### src/rtl/seg_scan_driver.sv
// seg_scan_driver: snapshots N_DIGITS nibbles once per frame and time-multiplexes them onto a
// common-anode seven-segment bank with a blank guard at the start of every digit slot.
// Latency: an/seg/dp registered, one cycle behind cnt/idx. No backpressure; en low freezes the scan.
// Optional feature macro: SEG_LEADING_ZERO_BLANK_EN (suppress leading zeros on digits >= 1).
module seg_scan_driver #(
  parameter int N_DIGITS = 6,
  parameter int DIV      = 100_000,
  parameter int W_DIV    = 17,
  parameter int BLANK    = 8
) (
  input  logic                     clk,
  input  logic                     resetn,
  input  logic                     en,
  input  logic [N_DIGITS-1:0][3:0] raw_segs,
  input  logic [N_DIGITS-1:0]      dp_in,
  output logic [N_DIGITS-1:0]      an,
  output logic [6:0]               seg,
  output logic                     dp,
  output logic                     frame_done
);

  localparam int               W_IDX     = (N_DIGITS > 1) ? $clog2(N_DIGITS) : 1;
  localparam logic [W_DIV-1:0] CNT_MAX   = W_DIV'(DIV - 1);
  localparam logic [W_DIV-1:0] CNT_BLANK = W_DIV'(BLANK);
  localparam logic [W_IDX-1:0] IDX_MAX   = W_IDX'(N_DIGITS - 1);

  // Scan position and per-frame snapshot of the inputs.
  logic [W_DIV-1:0]          cnt_q, cnt_d;
  logic [W_IDX-1:0]          idx_q, idx_d;
  logic [N_DIGITS-1:0][3:0]  sh_val_q, sh_val_d;
  logic [N_DIGITS-1:0]       sh_dp_q, sh_dp_d;

  // Registered pin drives.
  logic [N_DIGITS-1:0]       an_q, an_d;
  logic [6:0]                seg_q, seg_d;
  logic                      dp_q, dp_d;
  logic                      frame_done_q, frame_done_d;

  logic                      tick;
  logic                      lit;
  logic [N_DIGITS-1:0]       lz_blank;

  // Hex nibble to active-low gfedcba pattern.
  function automatic logic [6:0] seg_decode(input logic [3:0] v);
    logic [6:0] s;
    case (v)
      4'h0:    s = 7'h40;
      4'h1:    s = 7'h79;
      4'h2:    s = 7'h24;
      4'h3:    s = 7'h30;
      4'h4:    s = 7'h19;
      4'h5:    s = 7'h12;
      4'h6:    s = 7'h02;
      4'h7:    s = 7'h78;
      4'h8:    s = 7'h00;
      4'h9:    s = 7'h10;
      4'hA:    s = 7'h08;
      4'hB:    s = 7'h03;
      4'hC:    s = 7'h46;
      4'hD:    s = 7'h21;
      4'hE:    s = 7'h06;
      default: s = 7'h0E;
    endcase
    return s;
  endfunction

`ifdef SEG_LEADING_ZERO_BLANK_EN
  logic zero_run;

  // A digit >= 1 is blanked while it and every more-significant shadow digit is zero.
  always_comb begin
    lz_blank = '0;
    zero_run = 1'b1;
    for (int k = N_DIGITS - 1; k >= 1; k--) begin
      zero_run    = zero_run && (sh_val_q[k] == 4'h0);
      lz_blank[k] = zero_run;
    end
  end
`else
  assign lz_blank = '0;
`endif

  // Prescaler, digit index and frame reload of the shadow registers.
  always_comb begin
    tick         = en && (cnt_q == CNT_MAX);
    cnt_d        = cnt_q;
    idx_d        = idx_q;
    sh_val_d     = sh_val_q;
    sh_dp_d      = sh_dp_q;
    frame_done_d = 1'b0;
    if (tick) begin
      cnt_d = '0;
      if (idx_q == IDX_MAX) begin
        idx_d        = '0;
        sh_val_d     = raw_segs;
        sh_dp_d      = dp_in;
        frame_done_d = 1'b1;
      end else begin
        idx_d = idx_q + W_IDX'(1);
      end
    end else if (en) begin
      cnt_d = cnt_q + W_DIV'(1);
    end
  end

  // Pin drives for the current slot: dark during the guard interval or when disabled.
  always_comb begin
    lit   = en && (cnt_q >= CNT_BLANK) && !lz_blank[idx_q];
    an_d  = '1;
    seg_d = 7'h7F;
    dp_d  = 1'b1;
    if (lit) begin
      an_d  = ~(N_DIGITS'(1) << idx_q);
      seg_d = seg_decode(sh_val_q[idx_q]);
      dp_d  = ~sh_dp_q[idx_q];
    end
  end

  // State and output registers; reset blanks the bank immediately.
  always_ff @(posedge clk or negedge resetn) begin
    if (!resetn) begin
      cnt_q        <= '0;
      idx_q        <= '0;
      sh_val_q     <= '0;
      sh_dp_q      <= '0;
      an_q         <= '1;
      seg_q        <= 7'h7F;
      dp_q         <= 1'b1;
      frame_done_q <= 1'b0;
    end else begin
      cnt_q        <= cnt_d;
      idx_q        <= idx_d;
      sh_val_q     <= sh_val_d;
      sh_dp_q      <= sh_dp_d;
      an_q         <= an_d;
      seg_q        <= seg_d;
      dp_q         <= dp_d;
      frame_done_q <= frame_done_d;
    end
  end

  assign an         = an_q;
  assign seg        = seg_q;
  assign dp         = dp_q;
  assign frame_done = frame_done_q;

endmodule

### config.mk
export PLATFORM = sky130hd
export DESIGN_NAME = seg_scan_driver
export DESIGN_NICKNAME = d
export VERILOG_FILES = /design/src/rtl/seg_scan_driver.sv
export SDC_FILE = /design/constraint.sdc
export NUM_CORES = 1
export LEC_CHECK = 0
export CELL_PAD_IN_SITES_DETAIL_PLACEMENT = 0
export CELL_PAD_IN_SITES_GLOBAL_PLACEMENT = 1
export CORE_MARGIN = 8
export CORE_UTILIZATION = 39
export CTS_CLUSTER_DIAMETER = 150
export CTS_CLUSTER_SIZE = 14
export DETAILED_ROUTE_END_ITERATION = 10
export PLACE_DENSITY_LB_ADDON = 0.3
export SYNTH_ARGS = -nofsm -noshare
export SYNTH_HDL_FRONTEND = slang
export SYNTH_SLANG_ARGS = --single-unit
### constraint.sdc
create_clock -name clk -period 2.31 [get_ports clk]
set_input_delay 0.231 -clock clk [delete_from_list [all_inputs] [get_ports clk]]
set_output_delay 0.231 -clock clk [all_outputs]
set_load 0.01 [all_outputs]
==> summary.md, run 1 <==
| Metric | Value |
|---|---|
| Gr usage total | `12.88%` |
| Number of synthesized flops with an enable pin | `0` |
| CTS Buffer Depth | `2` |
| Post-Synth XOR/XNOR Area | `3.693%` |
| Via/cell ratio | `4.938` |
| Layout area overhead | `29.01%` |
| Ys async rst share | `100.0%` |
| Syn Area/Cell | `11.78 sq um` |
| Final Hold Fails | `0` |
| Crit path required time | `2.60 ns` |
| Synth Area in Compound Gates | `7.913%` |
| Layout cells sized above 1 | `28.61%` |
| Global-route wire length before repair | `11,790 um` |
| RR Startpoint | `idx_q[1]$_DFFE_PN0P_` |
| CTS Root Cell | `clkbuf_8` |
| Main area contributors after synthesis | `dfrtp_1 (38%), mux2_4 (12%), dfstp_2 (11%)` |
| Htree depth | `3` |
| Hold slack | `0.4502 ns` |
| Num Clock Sinks | `65` |
| WS Path Type | `reg2reg` |
| Least-Margin Pin Slew | `0.6733 ns` |
| Multiplexer share of the synthesized area | `16.01%` |
| Max incr delay on CP | `0.46 ns` |
| Leading cell type in the layout, fill and taps excluded | `dfrtp_1` |
| Detailed placer's ending HPWL | `5163 um` |
| Largest family of logic cells by synthesized area | `multiplexers` |
| Synth top area share | `38.43%` |
| Post-route antenna net violation count | `0` |
| Avg WL per Cell | `15.15 um` |
| Critical Path AT | `2.51 ns` |
| LEAKAGE | `0.001901 uW` |
| Number of remaining DRC errors | `0` |
| Reg-to-reg setup timing slack | `0.08 ns` |
| CTS tree | `done` |
| Routed WL | `7044 um` |
| Warnings, synthesis | `0` |
| Vias | `2,296` |
| Largest net degree at the start of global routing | `38` |
| Max Fclk | `449.3 MHz` |
| Final period utilization | `96.35%` |
| Synthesized area | `3321 sq um` |
| Worst R2R Path Depth | `9` |
| Final nets | `397` |
| Clk slew on worst S/H paths | `0.08 ns` |
| Cell Chain, Critical Path | `or2b_2 -> nor2_4 -> nand2_1 -> and2_1 -> inv_2 -> ha_1 -> or3b_2 -> a22o_1 -> nand4_1` |
| CP endpoint kind | `flop` |
| Starting DRT DRC Count | `56` |
| Worst-skew pair later-pin latency | `0.35 ns` |
| CP Launch Type | `flop` |
| Die Wd | `108.3 um` |
| Slowest cell on the critical path | `dfrtp_2` |
| GRT Residual Overflow | `0` |
| Crit path time final | `2.226 ns` |
| Relative slew slack | `55.11%` |
| Vias in the first global route | `2,418` |
| VDD IR-drop max | `0.3683 mV` |
| Filler Cell Count | `746` |
| Synth Register Bits | `65` |
| Commonest non-fill, non-tap cells in the layout | `dfrtp_1 (50), clkdlybuf4s50_1 (46), mux2_4 (27), buf_4 (22), nand2_1 (20)` |
| CORE AREA | `8217 sq um` |
| CTS Buf Count | `9` |
| I/O Buffers | `47` |
| Initial antenna violation count | `0` |
| Syn nets | `324` |
| Clk_skew | `0.007566 ns` |
| Most common flop cell mapped by yosys | `dfrtp_1` |
| Simple-gate area share of the yosys netlist | `15.00%` |
| Final Setup Violations | `0` |
| Status | `complete, no violations` |
| Placer Congestion | `0.8390` |
| Synth area leader | `dfrtp_1` |
| Max cap viols | `0` |
| Initial Utilization | `40.41%` |
| Final slew viol count | `0` |
| Boundary Pins | `48` |
| Adder-Cell Fraction of Synth Area | `3.391%` |
| Die area | `11,720 sq um` |
| Std-Cell Rows | `33` |
| Synth cell types | `51` |
| Seq/Total Area, Yosys | `49.51%` |
| Utilization after layout | `52.14%` |
| Pwr Density | `590.7 nW/um^2` |
| Post-Synthesis Cells | `282` |
| Min-Delay Path Class | `in2async` |
| N_diodes | `0` |
| Pre-antenna DRT Iters | `4` |
| Die height | `108.3 um` |
| Reg-to-Reg End | `seg[0]$_DFF_PN1_` |
| Maximum fanout along the worst path | `7` |
-- cells in the mapped netlist (2+ instances only) --
cell type,n
mux2_2,3
clkbuf_1,3
buf_2,2
and3_2,2
nand2_1,20
dfstp_2,14
and2_1,8
a21oi_1,8
and3_1,4
xor2_1,4
o31ai_1,2
dfrtp_1,51
ha_1,9
nand2b_1,4
nor2_1,19
o221ai_1,4
xnor2_1,10
o21ai_0,11
a31oi_1,2
mux2i_1,7
nor3_1,9
inv_1,13
or3_1,4
buf_12,3
nand3_1,10
mux2_4,27
nand4_1,5
-- registers in the layout (all words and copies together) (netlist names) --
signal      count
seg             7
cnt_q          17
an              6
dp              1
sh_val_q       24
frame_done      1
sh_dp_q         6
idx_q           3
-- kinds of logic after synthesis --
kind of cell / count (synthesis)
AND/OR/NAND/NOR: 94
adder cells (fa/ha/maj): 9
flip-flops: 65
multiplexers: 38
AO/OA/AOI/OAI: 39
XOR/XNOR: 14
buffers and inverters: 23
-- layout make-up --
class                      count  area (sq um)  share of cell area (%)
multi-input combinational    194          1559                   36.39
sequential                    65          1645                   38.41
inverter                      13         48.80                   1.139
timing repair buffer          72         680.7                   15.89
clock buffer                   9         123.9                   2.891
clock inverter                 7         95.09                   2.220
tap                          105         131.4                   3.067
-- critical path: cells and delay by family (launching register included) --
family	cells	cell delay, ns
simple gates	6	1.26
flops	1	0.46
compound gates	1	0.20
fa+ha+maj	1	0.16
buf+inv	1	0.09
-- through the flow --
step	setup WS (ns)	area, sq um	TNS, ns	power [uW]	instances
global route	-0.01142	4284	-0.01783	2652	465
finish	0.08442	4284	0	2531	465
floorplan	0.05542	3323	0	1363	282
global placement	0.04472	3996	0	1487	444
CTS	0.008332	4247	0	2564	463
detailed placement	-0.06395	3996	-0.1193	1492	444
-- what timing repair did --
action	4_1_cts	5_1_grt
resized for setup	2	6
hold buffers	1	0
pin swaps	0	1
buffers inserted	2	2
setup endpoints to repair	2	3
endpoints found under the hold margin	24	0
-- worst max-delay path by stage --
| stage | from | to | slack [ns] | cells after the start |
|---|---|---|---|---|
| final | idx_q[1]$_DFFE_PN0P_ | seg[0]$_DFF_PN1_ | 0.08 | 9 |
| after global routing | idx_q[1]$_DFFE_PN0P_ | seg[3]$_DFF_PN1_ | -0.01 | 10 |
| after CTS | idx_q[1]$_DFFE_PN0P_ | seg[3]$_DFF_PN1_ | 0.008 | 9 |
| after detailed placement | idx_q[1]$_DFFE_PN0P_ | seg[3]$_DFF_PN1_ | -0.06 | 9 |
| after global placement | idx_q[1]$_DFFE_PN0P_ | seg[0]$_DFF_PN1_ | 0.04 | 9 |
| after floorplan | idx_q[2]$_DFFE_PN0P_ | seg[3]$_DFF_PN1_ | 0.06 | 10 |
-- power by group --
part           internal, uW  total [uW]  switching (uW)  leakage, uW
combinational           120         212            92.0     0.000964
sequential             1200        1260            58.7     0.000828
clock                   606        1060             456     0.000109
-- layer usage --
layer | share of wire [%] | up-vias | track usage (%)
met1 | 48 | 1098 | 16.79
met4 | 1.5 | 0 | 4.790
li1 | - | 1139 | -
met2 | 44 | 52 | 18.79
met5 | 0 | - | 0
met3 | 6.0 | 7 | 5.175
No activity file was read; power rests on OpenSTA's default activity.
==> run 2, diff against run 1 <==
--- a/config.mk
+++ b/config.mk
@@ -8,7 +8,7 @@
 export CELL_PAD_IN_SITES_DETAIL_PLACEMENT = 0
 export CELL_PAD_IN_SITES_GLOBAL_PLACEMENT = 1
 export CORE_MARGIN = 8
-export CORE_UTILIZATION = 39
+export CORE_UTILIZATION = 43
 export CTS_CLUSTER_DIAMETER = 150
 export CTS_CLUSTER_SIZE = 14
 export DETAILED_ROUTE_END_ITERATION = 10
==> constraint.sdc (replaced) <==
create_clock -name clk -period 2.35 [get_ports clk]
set_input_delay 0.235 -clock clk [delete_from_list [all_inputs] [get_ports clk]]
set_output_delay 0.235 -clock clk [all_outputs]
set_load 0.01 [all_outputs]
==> run 2 against run 1 <==
Total power shrank 0.67%. Maximum frequency grew 0.76%. Combinational power shrank 3%. Hold slack gained 0.0036 ns. First-iteration DRC count grew 52%.
==> summary.md, run 2 (synthesized netlist as in run 1, its figures left out) <==
| Metric | Value |
|---|---|
| Die Wd | `103.9 um` |
| Boundary Pins | `48` |
| Layout cells sized above 1 | `28.33%` |
| Clk slew on worst S/H paths | `0.07 ns` |
| Max cap viols | `0` |
| Largest net degree at the start of global routing | `37` |
| CP Launch Type | `flop` |
| Crit path required time | `2.56 ns` |
| Maximum fanout along the worst path | `8` |
| Vias | `2,271` |
| Pwr Density | `586.4 nW/um^2` |
| Detailed placer's ending HPWL | `4876 um` |
| VDD IR-drop max | `0.3129 mV` |
| Global-route wire length before repair | `11,530 um` |
| Worst-skew pair later-pin latency | `0.35 ns` |
| I/O Buffers | `47` |
| Layout area overhead | `29.09%` |
| Die height | `103.9 um` |
| Min-Delay Path Class | `in2reg` |
| Clk_skew | `0.01003 ns` |
| Number of remaining DRC errors | `0` |
| Relative slew slack | `33.71%` |
| Final nets | `397` |
| Gr usage total | `13.04%` |
| CTS Buffer Depth | `2` |
| Crit path time final | `2.209 ns` |
| CP endpoint kind | `flop` |
| Vias in the first global route | `2,351` |
| Critical Path AT | `2.42 ns` |
| Post-Place Worst Slack | `-0.007055 ns` |
| Least-Margin Pin Slew | `0.9897 ns` |
| Std-Cell Rows | `32` |
| Initial Utilization | `43.65%` |
| N_diodes | `0` |
| CTS Root Cell | `clkbuf_8` |
| LEAKAGE | `0.001910 uW` |
| CTS Buf Count | `9` |
| Num Clock Sinks | `65` |
| Commonest non-fill, non-tap cells in the layout | `dfrtp_1 (49), clkdlybuf4s50_1 (46), mux2_4 (27), buf_4 (21), nand2_1 (20)` |
| TNS Setup | `0 ns` |
| Placer Congestion | `0.8685` |
| Final slew viol count | `0` |
| Routed WL | `6788 um` |
| Avg WL per Cell | `14.69 um` |
| Max reg flops | `24` |
| CTS tree | `done` |
| Final period utilization | `93.99%` |
| GRT Residual Overflow | `0` |
| Status | `complete, no violations` |
| Pre-antenna DRT Iters | `4` |
| WS Path Type | `reg2reg` |
| Htree depth | `3` |
| Final WS setup | `0.1411 ns` |
| Max Fclk | `452.7 MHz` |
| Die area | `10,790 sq um` |
| CORE AREA | `7607 sq um` |
| Final Hold Fails | `0` |
| Reg with most FFs | `sh_val_q` |
| Initial antenna violation count | `0` |
| Post-route antenna net violation count | `0` |
| Leading cell type in the layout, fill and taps excluded | `dfrtp_1` |
| Starting DRT DRC Count | `85` |
| Final Setup Violations | `0` |
| Via/cell ratio | `4.916` |
==> run 2: routing by layer <==
layer / up-vias / routed length (um) / share of wire [%] / track usage [%]
met3: 12 / 268 / 3.9 / 3.222
li1: 1136 / - / - / -
met2: 49 / 2804 / 41 / 18.42
met4: 0 / 152 / 2.2 / 7.135
met1: 1074 / 3563 / 52 / 17.83
met5: - / 0 / 0 / 0
==> run 2: per-stage QoR <==
| stage | util, % | cells | cell area, sq um | hold WS [ns] | total power, uW |
|---|---|---|---|---|---|
| 2_1_floorplan | - | 282 | 3321 | -0.06059 | 1339 |
| 3_3_place_gp | 52.42 | 439 | 3988 | 0.3177 | 1459 |
| 3_5_place_dp | 52.42 | 439 | 3988 | 0.3150 | 1462 |
| 4_1_cts | 55.58 | 456 | 4228 | 0.4462 | 2548 |
| 5_1_grt | 56.35 | 462 | 4287 | 0.5022 | 2627 |
| 6_report | 56.35 | 462 | 4287 | 0.4538 | 2514 |
==> run 2: final timing paths <==
check                                          end  depth (start not counted)  slack (ns)             startpoint
max                               seg[3]$_DFF_PN1_                         10        0.14   idx_q[1]$_DFFE_PN0P_
min                        sh_val_q[8]$_DFFE_PN0P_                          3        0.45            raw_segs[8]
max reg2reg                       seg[3]$_DFF_PN1_                         10        0.14   idx_q[1]$_DFFE_PN0P_
min reg2reg                  cnt_q[11]$_DFFE_PN0P_                          1        0.50  cnt_q[11]$_DFFE_PN0P_
max in group asynchronous          an[1]$_DFF_PN1_                          3        1.20                 resetn
min in group asynchronous   sh_dp_q[0]$_DFFE_PN0P_                          2        0.47                 resetn
==> run 2: power breakdown <==
part	switching, uW	total, uW	internal [uW]
Clock	421	1070	651
Sequential	57.6	1240	1180
Combinational	90.0	206	116
Total	569	2510	1940
==> run 2: final cells by class <==
| type | count | area (sq um) |
|---|---|---|
| fill | 659 | 3321 |
| sequential | 65 | 1647 |
| multi-input combinational | 194 | 1541 |
| timing repair buffer | 72 | 693.2 |
| clock buffer | 11 | 151.4 |
| tap | 102 | 127.6 |
| clock inverter | 5 | 77.57 |
| inverter | 13 | 48.80 |
==> run 2: critical path, stage by stage, from the launching register on <==
cell,delay [ns]
dfrtp_2,0.45
buf_4,0.15
mux2i_1,0.14
nor2_1,0.06
o22a_1,0.22
nor2_2,0.14
inv_1,0.06
ha_1,0.18
or3_1,0.37
a211oi_1,0.20
o21ai_0,0.11
==> run 2: repair_timing <==
action,in CTS,in global routing
hold endpoints to repair,17,0
hold buffers,1,0
pin swaps,0,1
endpoints found under the setup margin,1,2
buffers inserted,0,6
gates resized for setup,1,7
==> run 3, diff against run 2 <==
--- a/config.mk
+++ b/config.mk
@@ -12,6 +12,7 @@
 export CTS_CLUSTER_DIAMETER = 150
 export CTS_CLUSTER_SIZE = 14
 export DETAILED_ROUTE_END_ITERATION = 10
+export HOLD_SLACK_MARGIN = 0.15
 export PLACE_DENSITY_LB_ADDON = 0.3
 export SYNTH_ARGS = -nofsm -noshare
 export SYNTH_HDL_FRONTEND = slang
==> results of run 3 <==
No change in the layout: final DEF, timing and power equal those of run 2.
